### config.mk
export PLATFORM = sky130hd
export DESIGN_NAME = bfloat16_multiplier
export DESIGN_NICKNAME = d
export VERILOG_FILES = /design/src/rtl/bf16_pkg.sv /design/src/rtl/bf16_norm_round.sv /design/src/rtl/bfloat16_multiplier.sv
export SDC_FILE = /design/constraint.sdc
export NUM_CORES = 1
export LEC_CHECK = 0
export CAP_MARGIN = 20
export CORE_MARGIN = 4
export CORE_UTILIZATION = 25
export CTS_CLUSTER_DIAMETER = 60
export CTS_CLUSTER_SIZE = 30
export DETAILED_ROUTE_END_ITERATION = 10
export PLACE_DENSITY = 0.42
export SLEW_MARGIN = 40
export SYNTH_ARGS = -nofsm -noshare
export SYNTH_HDL_FRONTEND = slang
export SYNTH_SLANG_ARGS = --single-unit
### constraint.sdc
create_clock -name clock -period 5.4 [get_ports clock]
set_input_delay 0.54 -clock clock [delete_from_list [all_inputs] [get_ports clock]]
set_output_delay 0.54 -clock clock [all_outputs]
set_load 0.02 [all_outputs]
### src/rtl/bf16_pkg.sv
// Shared types and constants for the bfloat16 multiplier.
package bf16_pkg;

    typedef struct packed {
        logic       sign;
        logic [7:0] exp;
        logic [6:0] frac;
    } bf16_t;

    localparam int          BIAS    = 127;
    localparam logic [15:0] QNAN    = 16'h7FC0;
    localparam int          EXP_MAX = 255;

    typedef enum logic [1:0] {
        START = 2'd0,
        LOAD  = 2'd1,
        MULT  = 2'd2,
        NORM  = 2'd3
    } state_t;

    function automatic logic is_nan(input bf16_t v);
        return (v.exp == 8'hFF) && (v.frac != 7'h0);
    endfunction

    function automatic logic is_inf(input bf16_t v);
        return (v.exp == 8'hFF) && (v.frac == 7'h0);
    endfunction

    // Subnormals are flushed, so any zero exponent counts as zero.
    function automatic logic is_zero(input bf16_t v);
        return v.exp == 8'h00;
    endfunction

endpackage

### src/rtl/bf16_norm_round.sv
// Normalises a 16-bit mantissa product, rounds to nearest-even and applies
// special-case overrides to produce the packed bfloat16 result.
module bf16_norm_round
    import bf16_pkg::*;
(
    input  logic              sign,
    input  logic signed [9:0] exp_in,
    input  logic [15:0]       mant,
    input  logic              nan_in,
    input  logic              inf_in,
    input  logic              zero_in,
    output logic [15:0]       result
);

    logic signed [9:0] exp_n;
    logic signed [9:0] exp_r;
    logic [6:0]        kept;
    logic              guard_bit;
    logic              round_bit;
    logic              sticky_bit;
    logic              round_up;
    logic [7:0]        frac_r;

    always_comb begin
        exp_n      = exp_in;
        kept       = mant[13:7];
        guard_bit  = mant[6];
        round_bit  = mant[5];
        sticky_bit = |mant[4:0];
        if (mant[15]) begin
            exp_n      = exp_in + 10'sd1;
            kept       = mant[14:8];
            guard_bit  = mant[7];
            round_bit  = mant[6];
            sticky_bit = |mant[5:0];
        end

        round_up = guard_bit & (round_bit | sticky_bit | kept[0]);
        frac_r   = {1'b0, kept} + {7'h0, round_up};
        // A carry out leaves frac_r[6:0] all zero, i.e. mantissa 1.0 at exp+1.
        exp_r    = frac_r[7] ? exp_n + 10'sd1 : exp_n;

        if (nan_in)
            result = QNAN;
        else if (inf_in)
            result = {sign, 8'hFF, 7'h0};
        else if (zero_in)
            result = {sign, 15'h0};
        else if (exp_r >= 10'(EXP_MAX))
            result = {sign, 8'hFF, 7'h0};
        else if (exp_r <= 10'sd0)
            result = {sign, 15'h0};
        else
            result = {sign, exp_r[7:0], frac_r[6:0]};
    end

endmodule

### src/rtl/bfloat16_multiplier.sv
// Free-running bfloat16 multiplier: captures operands while ready is high,
// shift-add multiplies the mantissas over 8 cycles, then normalises and rounds.
//
// state | meaning
// START | post-reset, raise ready on the next edge
// LOAD  | ready high, operands captured on the closing edge
// MULT  | one multiplier bit accumulated per cycle (8 cycles)
// NORM  | register rounded product, raise ready
module bfloat16_multiplier
    import bf16_pkg::*;
(
    input  logic        clock,
    input  logic        nreset,
    input  logic [15:0] a,
    input  logic [15:0] b,
    output logic [15:0] product,
    output logic        ready
);

    state_t      state_q, state_d;
    bf16_t       a_q, a_d;
    bf16_t       b_q, b_d;
    logic [2:0]  step_q, step_d;
    logic [15:0] acc_q, acc_d;
    logic [15:0] product_q, product_d;
    logic        ready_q, ready_d;

    logic [15:0]       ma_ext;
    logic [7:0]        mb;
    logic signed [9:0] exp_sum;
    logic              nan_flag;
    logic              inf_flag;
    logic              zero_flag;
    logic [15:0]       norm_result;

    assign ma_ext  = {8'h00, 1'b1, a_q.frac};
    assign mb      = {1'b1, b_q.frac};
    assign exp_sum = signed'({2'b00, a_q.exp}) + signed'({2'b00, b_q.exp}) - 10'(BIAS);

    assign nan_flag  = is_nan(a_q) || is_nan(b_q) ||
                       (is_inf(a_q) && is_zero(b_q)) || (is_inf(b_q) && is_zero(a_q));
    assign inf_flag  = is_inf(a_q) || is_inf(b_q);
    assign zero_flag = is_zero(a_q) || is_zero(b_q);

    bf16_norm_round u_norm_round (
        .sign    (a_q.sign ^ b_q.sign),
        .exp_in  (exp_sum),
        .mant    (acc_q),
        .nan_in  (nan_flag),
        .inf_in  (inf_flag),
        .zero_in (zero_flag),
        .result  (norm_result)
    );

    always_comb begin
        state_d   = state_q;
        a_d       = a_q;
        b_d       = b_q;
        step_d    = step_q;
        acc_d     = acc_q;
        product_d = product_q;
        ready_d   = ready_q;
        case (state_q)
            START: begin
                ready_d = 1'b1;
                state_d = LOAD;
            end
            LOAD: begin
                a_d     = a;
                b_d     = b;
                acc_d   = 16'h0;
                step_d  = 3'd0;
                ready_d = 1'b0;
                state_d = MULT;
            end
            MULT: begin
                if (mb[step_q])
                    acc_d = acc_q + (ma_ext << step_q);
                step_d = step_q + 3'd1;
                if (step_q == 3'd7)
                    state_d = NORM;
            end
            NORM: begin
                product_d = norm_result;
                ready_d   = 1'b1;
                state_d   = LOAD;
            end
            default: state_d = START;
        endcase
    end

    always_ff @(posedge clock or posedge nreset) begin
        if (nreset) begin
            state_q   <= START;
            a_q       <= '0;
            b_q       <= '0;
            step_q    <= 3'd0;
            acc_q     <= 16'h0;
            product_q <= 16'h0;
            ready_q   <= 1'b0;
        end else begin
            state_q   <= state_d;
            a_q       <= a_d;
            b_q       <= b_d;
            step_q    <= step_d;
            acc_q     <= acc_d;
            product_q <= product_d;
            ready_q   <= ready_d;
        end
    end

    assign product = product_q;
    assign ready   = ready_q;

endmodule

Word level (Yosys, flattened, before mapping)
Cells that the tools add are included.
- input bits: 34
- flip-flop bits (word level): 70
- output and inout port bits: 17
- multiplexer cells: 19
- bitwise operators: 4
- reductions and logical operators: 24
- order comparisons: 3
- shift operators: 1
- equal/unequal tests: 8
- add/subtract/negate cells: 7
- operator list (cell ; number):
    2-to-1 mux 15 bit ; 4
    2-to-1 mux 16 bit ; 2
    one-hot mux 16 bit (2 select lines) ; 1
    adder 10 x 2 -> 10 bit (second input constant) ; 2
    2-to-1 mux 10 bit ; 2
    adder 16 bit ; 1
    equality test 8 bit (second input constant) ; 2
    zero test 8 bit ; 2
    left shift 8 x 3 -> 16 bit ; 1
    zero test 7 bit ; 2
    nonzero test 7 bit ; 2
    greater-or-equal comparator 10 x 9 -> 1 bit (second input constant) ; 1
    less-or-equal comparator 10 x 1 -> 1 bit (second input constant) ; 1
    subtractor 9 x 7 -> 10 bit (second input constant) ; 1
    adder 8 x 8 -> 9 bit ; 1
    adder 7 x 1 -> 8 bit ; 1
    2-to-1 mux 7 bit ; 1
    logical AND 1 bit ; 6
    one-hot mux 2 bit (3 select lines) ; 1
    one-hot mux 3 bit (2 select lines) ; 1
    OR reduction 6 bit ; 1
    logical OR 1 bit ; 5
    OR reduction 5 bit ; 1
    equality test 2 bit (second input constant) ; 2
    other kinds (16) ; 22

Depth between registers and ports, before layout
- word-level depth: 13
- mapped depth: 16

Hierarchy
Synthesis repeated with hierarchy kept, for this count alone.
- cells, all modules: 611
- area total of the unflattened synthesis: 5616.6 sq um
- modules (own cells, without submodules) (module ; area each (sq um) ; cells an instance ; times used ; sequential area each (sq um)):
    bfloat16_multiplier ; 4276.6 ; 416 ; 1 ; 1751.7
    bf16_norm_round ; 1340.0 ; 195 ; 1 ; 0.0

Worst setup path after synthesis
OpenSTA, ideal clock, no wires.
- kind: reg2reg
- from: register step_q[1]
- to: register acc_q[14]
- buffers on the path: 2
- path slack: 1.564 ns
- setup time: 0.120 ns
- data required time: 5.280 ns
- period minus slack after synthesis: 3.836 ns
- stages on the path, launching flop included: 16
- data arrival time: 3.716 ns
- path through: dfrtp_1 > clkbuf_1 > clkbuf_1 > mux2i_1 > o22ai_1 > and2_1 > ha_1 > a21o_1 > a21o_1 > a21o_1 > a21o_1 > a211oi_1 > o31ai_1 > o311a_1 > or3_1 > a31o_2
- word-level cells in the longest chain between the ends: 4
- elaborated cells on any way between the ends: 8
- ends and longest elaborated chain (element ; line ; text):
    start, declared ; bfloat16_multiplier.sv:23 ; logic [2:0] step_q, step_d;
    start signal, assigned ; bfloat16_multiplier.sv:105 ; step_q <= step_d;
    left shift 8 x 3 -> 16 bit or binary-select mux 1 bit (select 3 bit) (tied branches) ; bfloat16_multiplier.sv:78, bfloat16_multiplier.sv:77 ;
    adder 16 bit or 2-to-1 mux 1 bit (tied branches) ; bfloat16_multiplier.sv:78, bfloat16_multiplier.sv:77 ;
    2-to-1 mux 16 bit or != test 2 bit (tied branches) ; -- ;
    one-hot mux 16 bit (2 select lines) or AND reduction 2 bit (tied branches) ; -- ;
    end signal, assigned ; bfloat16_multiplier.sv:98 ; acc_q <= 16'h0;
    end signal, assigned ; bfloat16_multiplier.sv:106 ; acc_q <= acc_d;
    end, declared ; bfloat16_multiplier.sv:24 ; logic [15:0] acc_q, acc_d;
Parallel ways exist; a longest one is shown, timed or not. The select of a mux whose other input is x is not followed.
A chain may end at the register's enable or synchronous reset.

Worst setup path in the final report
- from: register a_q[8] (netlist name)
- to: register product_q[7], in the netlist product[7]
- word-level cells in the longest chain between the ends: 12
- elaborated cells on any way between the ends: 24
- ends and longest elaborated chain (element ; line ; text):
    start, declared ; bfloat16_multiplier.sv:21 ; bf16_t a_q, a_d;
    start signal, assigned ; bfloat16_multiplier.sv:95 ; a_q <= '0;
    start signal, assigned ; bfloat16_multiplier.sv:103 ; a_q <= a_d;
    adder 8 x 8 -> 9 bit ; bfloat16_multiplier.sv:38 ; assign exp_sum = signed'({2'b00, a_q.exp}) + signed'({2'b00, b_q.exp}) - 10'(BIAS);
    subtractor 9 x 7 -> 10 bit ; bfloat16_multiplier.sv:38 ;
    adder 10 x 2 -> 10 bit ; bf16_norm_round.sv:31 ; exp_n = exp_in + 10'sd1;
    2-to-1 mux 10 bit ; bf16_norm_round.sv:30 ; if (mant[15]) begin
    adder 10 x 2 -> 10 bit ; bf16_norm_round.sv:41 ; exp_r = frac_r[7] ? exp_n + 10'sd1 : exp_n;
    2-to-1 mux 10 bit ; bf16_norm_round.sv:41 ;
    less-or-equal comparator 10 x 1 -> 1 bit ; bf16_norm_round.sv:51 ; else if (exp_r <= 10'sd0)
    2-to-1 mux 15 bit ; bf16_norm_round.sv:51 ;
    2-to-1 mux 15 bit ; bf16_norm_round.sv:49 ; else if (exp_r >= 10'(EXP_MAX))
    2-to-1 mux 15 bit ; bf16_norm_round.sv:47 ; else if (zero_in)
    2-to-1 mux 15 bit ; bf16_norm_round.sv:45 ; else if (inf_in)
    2-to-1 mux 16 bit (*) ; bf16_norm_round.sv:43 ; if (nan_in)
    end signal, assigned ; bfloat16_multiplier.sv:107 ; product_q <= product_d;
    end, declared ; bfloat16_multiplier.sv:25 ; logic [15:0] product_q, product_d;
Mark *: on every way between the ends. The rest lies on a longest branch, timed or not.

==> run metrics <==
status completed; Yosys warning count 0; Crit Path Max Fanout 7; final hold violation count 0; GR Layer Usage met3 2.40%; final net count 692; RD Place Congestion 0.805; crit path DAT 4.58 ns; Syn Nets 650; Ant. Diodes 0; Leak 2.77 nW; register area share after synthesis 33.3%; slew margin rel. 48.8%; Rows 52; # resized after CTS 0; Worst-path clk slew 0.06 ns; CP endpoint kind register; pin slew with the least headroom to its limit 0.758 ns; Initial Utilization 25.7%; commonest cells in the synthesized netlist dfrtp_1 (70), nand2_1 (61), ha_1 (40), nor2_1 (40), mux2_2 (37); cell taking the most area after synthesis dfrtp_1; Pwr per Cell Area 366 nW/um^2; wire length of the first global-routing pass 22.9 mm; final setup vio count 0; total global-route track usage 12.0%; busiest grt layer met2; WP data required 5.60 ns; antenna violations before repair 0; RSZ-0062 raised after global routing no; htree depth 3; Initial DRC Count 196; clk_skew 0.00584 ns; TritonCTS buffer count 9; slowest stage delay, CP 0.63 ns; Post-synth top flop dfrtp_1; FFs w/ async S/R, synth 100%; Yosys reg bits 70; cell with the most instances after synthesis dfrtp_1; CP Buf/Inv Count 0; post-DR wirelength/cell 15.2 um; worst-skew pair later-pin latency 0.34 ns; final worst path period share 81.1%; vias in the first global route 4537; Core ar. 20500 um^2; Layout fillers 2076; minimum clock period 4.38 ns; worst min-delay path class primary input to asynchronous set/reset pin; Synth area leaders dfrtp_1 (33%), ha_1 (9.5%), mux2_2 (7.9%); root buf cell clkbuf_16; Avg Cell Area, Syn 9.17 um^2; post-CTS setup buffer count 0; CP Cell Sequence ha_1 > ha_1 > fa_1 > a211oi_2 > o21ai_1 > a221oi_1 > nand3_1 > xor2_1 > and4_1 > o32ai_1 > a21oi_1 > a21oi_1; CP max-delay cell a221oi_1; met1 Use GR 13.9%; CP top delay family compound AO/OA/AOI/OAI gates; clk buf depth 2; Die W 153 um; Area growth syn-to-layout 21.9%; final slew viol count 0; DRT antenna net count 0; achievable frequency 228 MHz; largest net degree at the start of global routing 55; hold buffer count at cts 0; DP HPWL 10.2 mm; CP startpoint kind register; Yosys top cell area share 33.3%; layout cells sized above 1 11.3%; CP Class register to register; die height 153 um; number of I/O port buffers 50; EDFF count, synth 0; CTS sink count 70; IO Count 51; vias per inst 4.84; CTS tree yes; GR Layer Usage met2 21.6%; Die Area 23400 um^2; Vias 4311; Worst VDD drop 0.157 mV; post-synthesis instance total 574; post-route setup TNS 0 ns; final core utilization 31.3%; maxcap violations 0; Min Hold Slack 0.495 ns; Post-Route WL 13.5 mm; drt drc 0; Netlist Area Pre-Place 5260 um^2; drt pass-1 iters 4; Unique masters post-synth 71; GRT overflow 0
-- cell usage in the layout, fill, tap and decap left out, types with 6 or more instances in the layout --
cell / n
o21ai_0: 35
xnor2_1: 19
inv_1: 24
nand3_1: 20
a31oi_1: 6
a21oi_1: 22
and2_1: 6
xor2_1: 20
a21o_1: 10
ha_1: 39
clkdlybuf4s50_1: 50
o22ai_1: 12
dfrtp_1: 70
nor3_1: 16
clkbuf_16: 9
nand2_1: 61
nand2b_1: 9
mux2i_1: 15
nor2_1: 40
mux2_2: 37
nand4_1: 9
-- through the flow --
stage / setup WS (ns) / cells / total power [mW] / cell area, um^2
after floorplan: 1.56 / 574 / 1.34 / 5260
after global placement: 1.19 / 875 / 1.60 / 6030
after detailed placement: 1.09 / 875 / 1.61 / 6030
after CTS: 1.07 / 891 / 2.39 / 6400
after global routing: 0.686 / 891 / 2.52 / 6410
final: 1.02 / 891 / 2.35 / 6410
-- power by group --
group | internal [mW] | leakage (nW) | switching, mW
sequential | 0.626 | 0.831 | 0.110
combinational | 0.408 | 1.76 | 0.455
clock | 0.513 | 0.180 | 0.238
total | 1.55 | 2.77 | 0.803
-- path summary, 6_finish.rpt --
check / start / end / slack [ns] / cells past startpoint
worst max register to register: a_q[8] / product[7] / 1.02 / 12
worst min register to register: product[14] / product[14] / 0.51 / 2
min in group clock: product[14] / product[14] / 0.51 / 2
worst min-delay path: nreset / product[15] / 0.50 / 2
max in group asynchronous: nreset / acc_q[4] / 4.06 / 3
worst max-delay path: a_q[8] / product[7] / 1.02 / 12
-- logic make-up (layout without fill, tap and decap cells) --
family / count (synthesis) / in the layout / share of synthesized area [%]
DFF: 70 / 70 / 33.3
AOI/OAI and AO/OA: 120 / 120 / 14.7
and+or+nand+nor: 199 / 199 / 19.4
buffers and inverters: 48 / 95 / 3.61
xor gates and xnor gates: 41 / 41 / 7.23
adders and majority gates: 42 / 42 / 10.3
muxes: 54 / 54 / 11.4
-- cell type report --
cell class,count,area (um^2),area share [%]
multi-input cells,456,3320,51.8
flip-flops and latches,70,1750,27.3
repair buffers,54,534,8.33
well taps,270,338,5.27
clock buffers,11,243,3.79
clock inverters,5,129,2.01
inverters,25,93.8,1.46
-- worst reg2reg max path: stages, from the launching register on --
cell,delay (ns)
dfrtp_1,0.41
ha_1,0.31
ha_1,0.25
fa_1,0.47
a211oi_2,0.30
o21ai_1,0.13
a221oi_1,0.63
nand3_1,0.17
xor2_1,0.50
and4_1,0.32
o32ai_1,0.09
a21oi_1,0.54
a21oi_1,0.14
-- sequential cells by signal, indices dropped and copies added (netlist names) --
register and cells:
state_q 2, b_q 16, acc_q 16, ready 1, step_q 3, a_q 16, product 16
-- routing by layer --
metal	up-vias	routed length, um
li1	2170	-
met1	2060	5910
met2	62	6830
met3	19	434
met4	0	342
met5	-	0
Note: power is estimated with default switching activity, not from simulation.
